[src/rtl/vmac_pkg.sv]
// Shared types and constants for the vector_mac dot-product stage.
package vmac_pkg;

   localparam int DATA_W = 8;
   localparam int NIB_W  = 4;
   localparam int ACC_W  = 2 * DATA_W + NIB_W;

   typedef logic [DATA_W-1:0] data_t;
   typedef logic [NIB_W-1:0]  nibble_t;
   typedef logic [ACC_W-1:0]  acc_t;

   typedef enum logic [1:0] {
      IDLE  = 2'd0,
      POP   = 2'd1,
      DRAIN = 2'd2,
      DONE  = 2'd3
   } vmac_state_e;

   // Unsigned DATA_W x DATA_W product, zero-extended to the accumulator width.
   function automatic acc_t mac_term(input data_t a, input data_t b);
      logic [2*DATA_W-1:0] prod;
      prod = a * b;
      return {{(ACC_W - 2 * DATA_W){1'b0}}, prod};
   endfunction

endpackage

[src/rtl/mac_unit.sv]
// Registered multiply-accumulate; clear has priority over enable.
module mac_unit
   import vmac_pkg::*;
(
   input  logic  clk_i,
   input  logic  rst_ni,
   input  logic  clr_i,
   input  logic  en_i,
   input  data_t a_i,
   input  data_t b_i,
   output acc_t  acc_o
);

   acc_t acc_q;
   acc_t acc_d;

   // Next accumulator value: clear on a new dot product, add one term per valid beat.
   always_comb begin
      acc_d = acc_q;
      if (clr_i) begin
         acc_d = {ACC_W{1'b0}};
      end else if (en_i) begin
         acc_d = acc_q + mac_term(a_i, b_i);
      end else begin
         acc_d = acc_q;
      end
   end

   // Accumulator register.
   always_ff @(posedge clk_i or negedge rst_ni) begin
      if (!rst_ni) begin
         acc_q <= {ACC_W{1'b0}};
      end else begin
         acc_q <= acc_d;
      end
   end

   assign acc_o = acc_q;

endmodule

[src/rtl/vector_mac.sv]
// Dot-product stage: pops N vector/row elements in lockstep, accumulates
// their products and emits one result per row, re-arming fifo_vector via clr.
module vector_mac
   import vmac_pkg::*;
(
   input  logic    clk,
   input  logic    rst,
   input  logic    start,
   input  nibble_t N,
   input  logic    vec_ready,
   input  data_t   vec_data,
   input  data_t   row_data,
   output logic    vec_pop,
   output logic    row_pop,
   output logic    clr,
   output logic    busy,
   output acc_t    result,
   output logic    result_valid
);

   vmac_state_e state_q, state_d;
   nibble_t     n_q, n_d;
   nibble_t     cnt_q, cnt_d;
   logic        busy_q, busy_d;
   logic        pop_q, pop_d;
   logic        rd_vld_q;
   acc_t        result_q, result_d;
   logic        rv_q, rv_d;
   logic        clr_q, clr_d;
   logic        acc_clr_s;
   acc_t        acc_s;

   // Next-state and output decode for the pop/drain/done sequence.
   always_comb begin
      state_d   = state_q;
      n_d       = n_q;
      cnt_d     = cnt_q;
      busy_d    = busy_q;
      result_d  = result_q;
      rv_d      = 1'b0;
      clr_d     = 1'b0;
      acc_clr_s = 1'b0;
      case (state_q)
         IDLE: begin
            if (start && vec_ready) begin
               n_d       = N;
               cnt_d     = {NIB_W{1'b0}};
               busy_d    = 1'b1;
               acc_clr_s = 1'b1;
               if (N != {NIB_W{1'b0}}) begin
                  state_d = POP;
               end else begin
                  state_d = DONE;
               end
            end else begin
               state_d = IDLE;
            end
         end
         POP: begin
            cnt_d = cnt_q + 4'd1;
            if (cnt_q == (n_q - 4'd1)) begin
               state_d = DRAIN;
            end else begin
               state_d = POP;
            end
         end
         DRAIN: begin
            // last data beat lands in the accumulator this cycle
            state_d = DONE;
         end
         DONE: begin
            result_d = acc_s;
            rv_d     = 1'b1;
            clr_d    = 1'b1;
            busy_d   = 1'b0;
            state_d  = IDLE;
         end
         default: begin
            state_d = IDLE;
         end
      endcase
      pop_d = (state_d == POP);
   end

   // Control and output registers; reset aborts any run without a result.
   always_ff @(posedge clk or negedge rst) begin
      if (!rst) begin
         state_q  <= IDLE;
         n_q      <= {NIB_W{1'b0}};
         cnt_q    <= {NIB_W{1'b0}};
         busy_q   <= 1'b0;
         pop_q    <= 1'b0;
         rd_vld_q <= 1'b0;
         result_q <= {ACC_W{1'b0}};
         rv_q     <= 1'b0;
         clr_q    <= 1'b0;
      end else begin
         state_q  <= state_d;
         n_q      <= n_d;
         cnt_q    <= cnt_d;
         busy_q   <= busy_d;
         pop_q    <= pop_d;
         rd_vld_q <= pop_q;
         result_q <= result_d;
         rv_q     <= rv_d;
         clr_q    <= clr_d;
      end
   end

   mac_unit u_mac (
      .clk_i  (clk),
      .rst_ni (rst),
      .clr_i  (acc_clr_s),
      .en_i   (rd_vld_q),
      .a_i    (vec_data),
      .b_i    (row_data),
      .acc_o  (acc_s)
   );

   assign vec_pop      = pop_q;
   assign row_pop      = pop_q;
   assign clr          = clr_q;
   assign busy         = busy_q;
   assign result       = result_q;
   assign result_valid = rv_q;

endmodule

[config.mk]
export PLATFORM = sky130hd
export DESIGN_NAME = vector_mac
export DESIGN_NICKNAME = d
export VERILOG_FILES = /design/src/rtl/vmac_pkg.sv /design/src/rtl/mac_unit.sv /design/src/rtl/vector_mac.sv
export SDC_FILE = /design/constraint.sdc
export NUM_CORES = 1
export LEC_CHECK = 0
export CELL_PAD_IN_SITES_DETAIL_PLACEMENT = 0
export CELL_PAD_IN_SITES_GLOBAL_PLACEMENT = 2
export CORE_UTILIZATION = 40
export DETAILED_ROUTE_END_ITERATION = 7
export PLACE_DENSITY = 0.87
export SLEW_MARGIN = 40
export SYNTH_ARGS = -nofsm -noshare
export SYNTH_HDL_FRONTEND = slang
export SYNTH_SLANG_ARGS = --single-unit
[constraint.sdc]
create_clock -name clk -period 7 [get_ports clk]
set_input_delay 1.4 -clock clk [delete_from_list [all_inputs] [get_ports clk]]
set_output_delay 1.4 -clock clk [all_outputs]
set_load 0.01 [all_outputs]
## After elaboration in Yosys (flattened, before gate mapping)

Index checks and enable logic that the tools add are counted.

| operators by class | value |
|---|---|
| equal/unequal tests | 6 |
| muxes and demuxes | 13 |
| reductions and logical operators | 9 |
| add/subtract/negate cells | 3 |
| multiply operators | 1 |

Operators with widths:

| kind | count |
|---|---|
| $mux 20 | 2 |
| $add 20x16->20 | 1 |
| $mul 8x8->16 | 1 |
| $pmux 2 s4 | 1 |
| $pmux 4 s2 | 1 |
| $mux 2 | 3 |
| $reduce_and 2->1 | 3 |
| $reduce_bool 2->1 | 3 |
| $add 4x1->4 const B | 1 |
| $eq 2x1->1 const B | 2 |
| $eq 2x2->1 const B | 2 |
| $eq 4x4->1 | 1 |
| $mux 1 | 4 |
| $mux 4 | 1 |
| $reduce_bool 4->1 | 1 |
| $sub 4x1->4 const B | 1 |
| $logic_not 2->1 | 1 |
| $ne 2x2->1 const B | 1 |
| $pmux 1 s2 | 1 |
| $logic_and 1x1->1 | 1 |

| storage, ports and cells | value |
|---|---|
| word-level logic and storage cells | 41 |
| output and inout port bits | 25 |
| bits in registers | 54 |

## Depth between registers and ports, before layout

Gate-level depths: netlist of the first run.

| logic depth | value |
|---|---|
| depth after elaboration | 5 |
| mapped depth | 18 |

## Modules after synthesis

From an unflattened synthesis of the first run, not the netlist that was laid out.

| second synthesis, totals | value |
|---|---|
| cell total of the unflattened synthesis | 534 |
| area, all modules | 5122.4 µm² |

By module, submodules not included:

| module | seq. area each (µm²) | area each (µm²) | cells an instance | instances |
|---|---|---|---|---|
| mac_unit | 500.5 | 3666.0 | 423 | 1 |
| vector_mac | 850.8 | 1456.4 | 111 | 1 |

## Worst setup path after synthesis of the first run

Ideal clock, no wire load.

| timing path | value |
|---|---|
| path kind | input to register |
| start point | in vec_data[5] |
| end point | reg u_mac.acc_q[14] (netlist: u_mac.acc_o[14]) |
| stages | 16 |
| arrival time | 5372 ps |
| path buffers | 1 |
| path slack | 1491 ps |
| cell sequence | clkbuf_1 > nand2_1 > fa_1 > inv_1 > fa_1 > fa_1 > inv_1 > fa_1 > inv_1 > ha_1 > a21o_2 > a31o_1 > a21o_1 > a221oi_4 > or4_1 > o311ai_1 |

| between the ends | value |
|---|---|
| longest elaborated chain between the ends | 4 |

Ends and longest elaborated chain:

| item | RTL line | RTL |
|---|---|---|
| start: declaration | vector_mac.sv:11 | `input data_t vec_data,` |
| $mul 8x8->16 | vmac_pkg.sv:22 | `prod = a * b;` |
| $add 20x16->20 | mac_unit.sv:23 | `acc_d = acc_q + mac_term(a_i, b_i);` |
| $mux 20 | mac_unit.sv:22 | `end else if (en_i) begin` |
| $mux 20 | mac_unit.sv:20 | `if (clr_i) begin` |
| end signal: assignment | mac_unit.sv:32 | `acc_q <= {ACC_W{1'b0}};` |
| end: declaration | mac_unit.sv:14 | `acc_t acc_q;` |

Every way passes these cells. The select of a mux whose other input is x is not followed.
A chain may end at the register's enable or synchronous reset.

## Final worst setup path of the first run

| timing path | value |
|---|---|
| start point | in vec_data[3] |
| end point | reg u_mac.acc_q[17] (netlist: u_mac.acc_o[17]) |

The elaborated chain is that of the path after synthesis.

==> reports/metrics.yaml, run 1 <==
status:
  outcome: "finished clean"
clocking:
  cts_max_path_buffers: 2
  clk_pin_slew_ns: 0.07
  hold_buffers: 0
  post_cts_buffers: 0
  htreeDepth: 2
  clock_sinks: 54
  cts_made_buffers: 5
  clockRootBuffer: "clkbuf_16"
  cts_tree: "done"
  insertion_delay_ns: 0.29
  cts_resized: 0
final_layout:
  seq_area_mm2: 0.00135
  post-route-util: 0.475
  nNetsFinal: 696
  antenna_cells: 0
  layout_common_cells: "inv_1 (104), nand2_1 (67), dfrtp_1 (53)"
  fill_cells: 1216
  drive_gt1_frac: 0.0518
  final_common_cell: "inv_1"
  syn2layout_area_growth_pct: 15.2
  multi_input_area_mm2: 0.00318
  finalNonFillerCells: 747
grt:
  grt_util_all_layers: 0.181
  grt_first_pass_wirelength_mm: 18.4
  grt_pass1_vias: 3602
  antenna_found_initial: 0
  grt_max_degree: 55
  grt_overflow: 0
power:
  p_clk_frac: 0.080
  p_switching_mw: 1.44
  p_comb_frac: 0.720
  power_density_mw_per_mm2: 516
  seq_power_share: 0.200
  ir_worst_vdd_v: 0.000259
  internal_power_mw: 1.53
  swShare: 0.486
  power.leakage_nw: 2.88
timing:
  fmaxAchievable_ghz: 0.168
  worst_pin_slew_ns: 0.689
  setup_tns_ns: 0
  finalSetupViolCount: 0
  fin_skew_ns: 0.00632
  layout_worst_path_cycle_share: 0.852
  slew_headroom: 0.541
  fin_ws_ns: 1.03
  hold_slack_ns: 0.411
  period_needed_ns: 5.97
  hold_viol_final: 0
  rsz0062_at_grt: "no"
  maxSlewViolCount: 0
drt:
  routed_wl_mm: 11.0
  postRouteAntennaNets: 0
  first_pass_iters: 5
  viasPerCell: 4.91
  wl_per_cell_um: 14.7
  drt-initial-drc-count: 186
  route.detailed.drc: 0
  vias: 3668
worst_setup_path:
  crit_fanout: 8
  start_kind: "input pin"
  worst-setup-path-type: "in2reg"
  rrSetupSlack_ns: 2.72
  cp.arrival_ns: 6.14
  worstPathRequired_ns: 7.18
  r2r-end: "u_mac.acc_o[17]$_DFFE_PN0P_"
  reg2reg_from: "u_mac.acc_o[6]$_DFFE_PN0P_"
  reg2regPathDepth: 15
  worst_setup_path_end_kind: "flop"
synth:
  async_flop_share: 1.00
  synth_edf_count: 0
  ys.flop_type: "dfrtp_1"
  yosysTopAreaCell: "dfrtp_1"
  seq_area_frac_synth: 0.271
  yosys.area.top_type_share: 0.271
  syn_area_per_cell_um2: 9.23
  yosys_warnings: 0
  ys_ff_latch: 54
  synthCells: 541
  ys_types: 55
  synth_area_mm2: 0.00499
  synthTopCellsByArea: "dfrtp_1 (27%), fa_1 (20%), ha_1 (11%)"
  syn-num-nets: 658
floorplan:
  die_h_um: 114
  start_util: 0.412
  die-area_mm2: 0.0129
  die_w_um: 114
  fp-row-count: 40
  core_mm2: 0.0121
  ioPinCount: 49
place:
  gp_congestion: 0.824
  dp_slack_ns: 0.757
  io_buffers: 48
  placed_cells: 740
  dp.final_hpwl_mm: 8.76
hold_path:
  holdPathStages: 0
  hold_end: "rd_vld_q$_DFF_PN0_"
  min_path_type: "reg2reg"
  min_from: "row_pop$_DFF_PN0_"
job:
  drv_cap: 0
-- area by class of cell --
cell class,instances,area share
sequential,54,0.235
clock inverter,2,0.00174
multi-input combinational,364,0.552
tap,168,0.0365
inverter,104,0.0678
timing repair buffer,50,0.0852
clock buffer,5,0.0217
-- state kept, by name, indices dropped and copies added, names as in the netlist --
register / cells
busy: 1
clr: 1
cnt_q: 4
n_q: 4
rd_vld_q: 1
result: 20
row_pop: 1
state_q: 2
u_mac.acc_o: 20
-- logic make-up after synthesis --
family	synth area share
AND/OR/NAND/NOR	0.159
buffers and inverters	0.0947
adder cells (fa/ha/maj)	0.308
AO/OA/AOI/OAI	0.101
flip-flops	0.271
multiplexers	0.0408
XOR/XNOR	0.0263
-- worst max-delay path: stages --
cell and delay, ns:
clkdlybuf4s50_1 0.60, and2_1 0.28, fa_1 0.52, fa_1 0.52
fa_1 0.55, inv_1 0.06, fa_1 0.53, inv_1 0.04
ha_1 0.38, nand2_1 0.14, nor4b_1 0.39, o31ai_1 0.20
nand4_1 0.13, mux2i_1 0.09, a311o_1 0.31
-- synthesized netlist by cell type, types with 3 or more instances --
master and instances:
mux2_2 10, nor3_1 5, xnor2_1 7, buf_2 3, nand3_1 15, nor2_1 22
or4_1 3, xor2_1 8, inv_1 104, ha_1 43, nand4_1 6, o21ai_1 6
nor2b_1 3, nand2b_1 3, fa_1 50, a21o_1 5, nand2_1 67, o21ai_0 23
mux2i_1 8, dfrtp_1 54, a21oi_1 10, clkbuf_1 13, a211oi_1 4, and2_1 33
-- power by group through the flow --
stage | Clock, mW | Sequential [mW] | Combinational [mW]
2_1_floorplan | 0 | 0.576 | 1.61
3_5_place_dp | 0 | 0.601 | 2.15
6_report | 0.237 | 0.596 | 2.14
5_1_grt | 0.259 | 0.618 | 2.42
3_3_place_gp | 0 | 0.598 | 2.13
4_1_cts | 0.246 | 0.598 | 2.16
-- through the flow --
| stage | power (mW) | area (um^2) |
|---|---|---|
| 2_1_floorplan | 2.18 | 4990 |
| 3_3_place_gp | 2.73 | 5610 |
| 3_5_place_dp | 2.75 | 5610 |
| 4_1_cts | 3.01 | 5750 |
| 5_1_grt | 3.30 | 5750 |
| 6_report | 2.97 | 5750 |
-- how the worst max path moves through the flow --
| stage | from | to | slack [ns] | cells past startpoint |
|---|---|---|---|---|
| global placement | vec_data[3] | u_mac.acc_o[17]$_DFFE_PN0P_ | 0.67 | 15 |
| CTS | vec_data[3] | u_mac.acc_o[17]$_DFFE_PN0P_ | 1.03 | 15 |
| floorplan | vec_data[5] | u_mac.acc_o[14]$_DFFE_PN0P_ | 1.49 | 16 |
| detailed placement | vec_data[3] | u_mac.acc_o[17]$_DFFE_PN0P_ | 0.76 | 15 |
| global route | vec_data[3] | u_mac.acc_o[17]$_DFFE_PN0P_ | 0.84 | 15 |
| finish | vec_data[3] | u_mac.acc_o[17]$_DFFE_PN0P_ | 1.03 | 15 |
-- per-layer routing --
layer | track usage | part of all wire | vias to the layer above
met5 | 0 | 0 | -
met4 | 0.0263 | 0.0041 | 0
met3 | 0.0202 | 0.027 | 4
met2 | 0.309 | 0.50 | 58
met1 | 0.255 | 0.47 | 1804
li1 | - | - | 1802
(Power assumes the default switching activity.)
==> run 2: changes to the inputs <==
--- a/config.mk
+++ b/config.mk
@@ -14,3 +14,4 @@
 export SYNTH_ARGS = -nofsm -noshare
 export SYNTH_HDL_FRONTEND = slang
 export SYNTH_SLANG_ARGS = --single-unit
+export TNS_END_PERCENT = 5
==> results of run 2 <==
The final DEF is identical to that of run 1; final timing and power are the same.
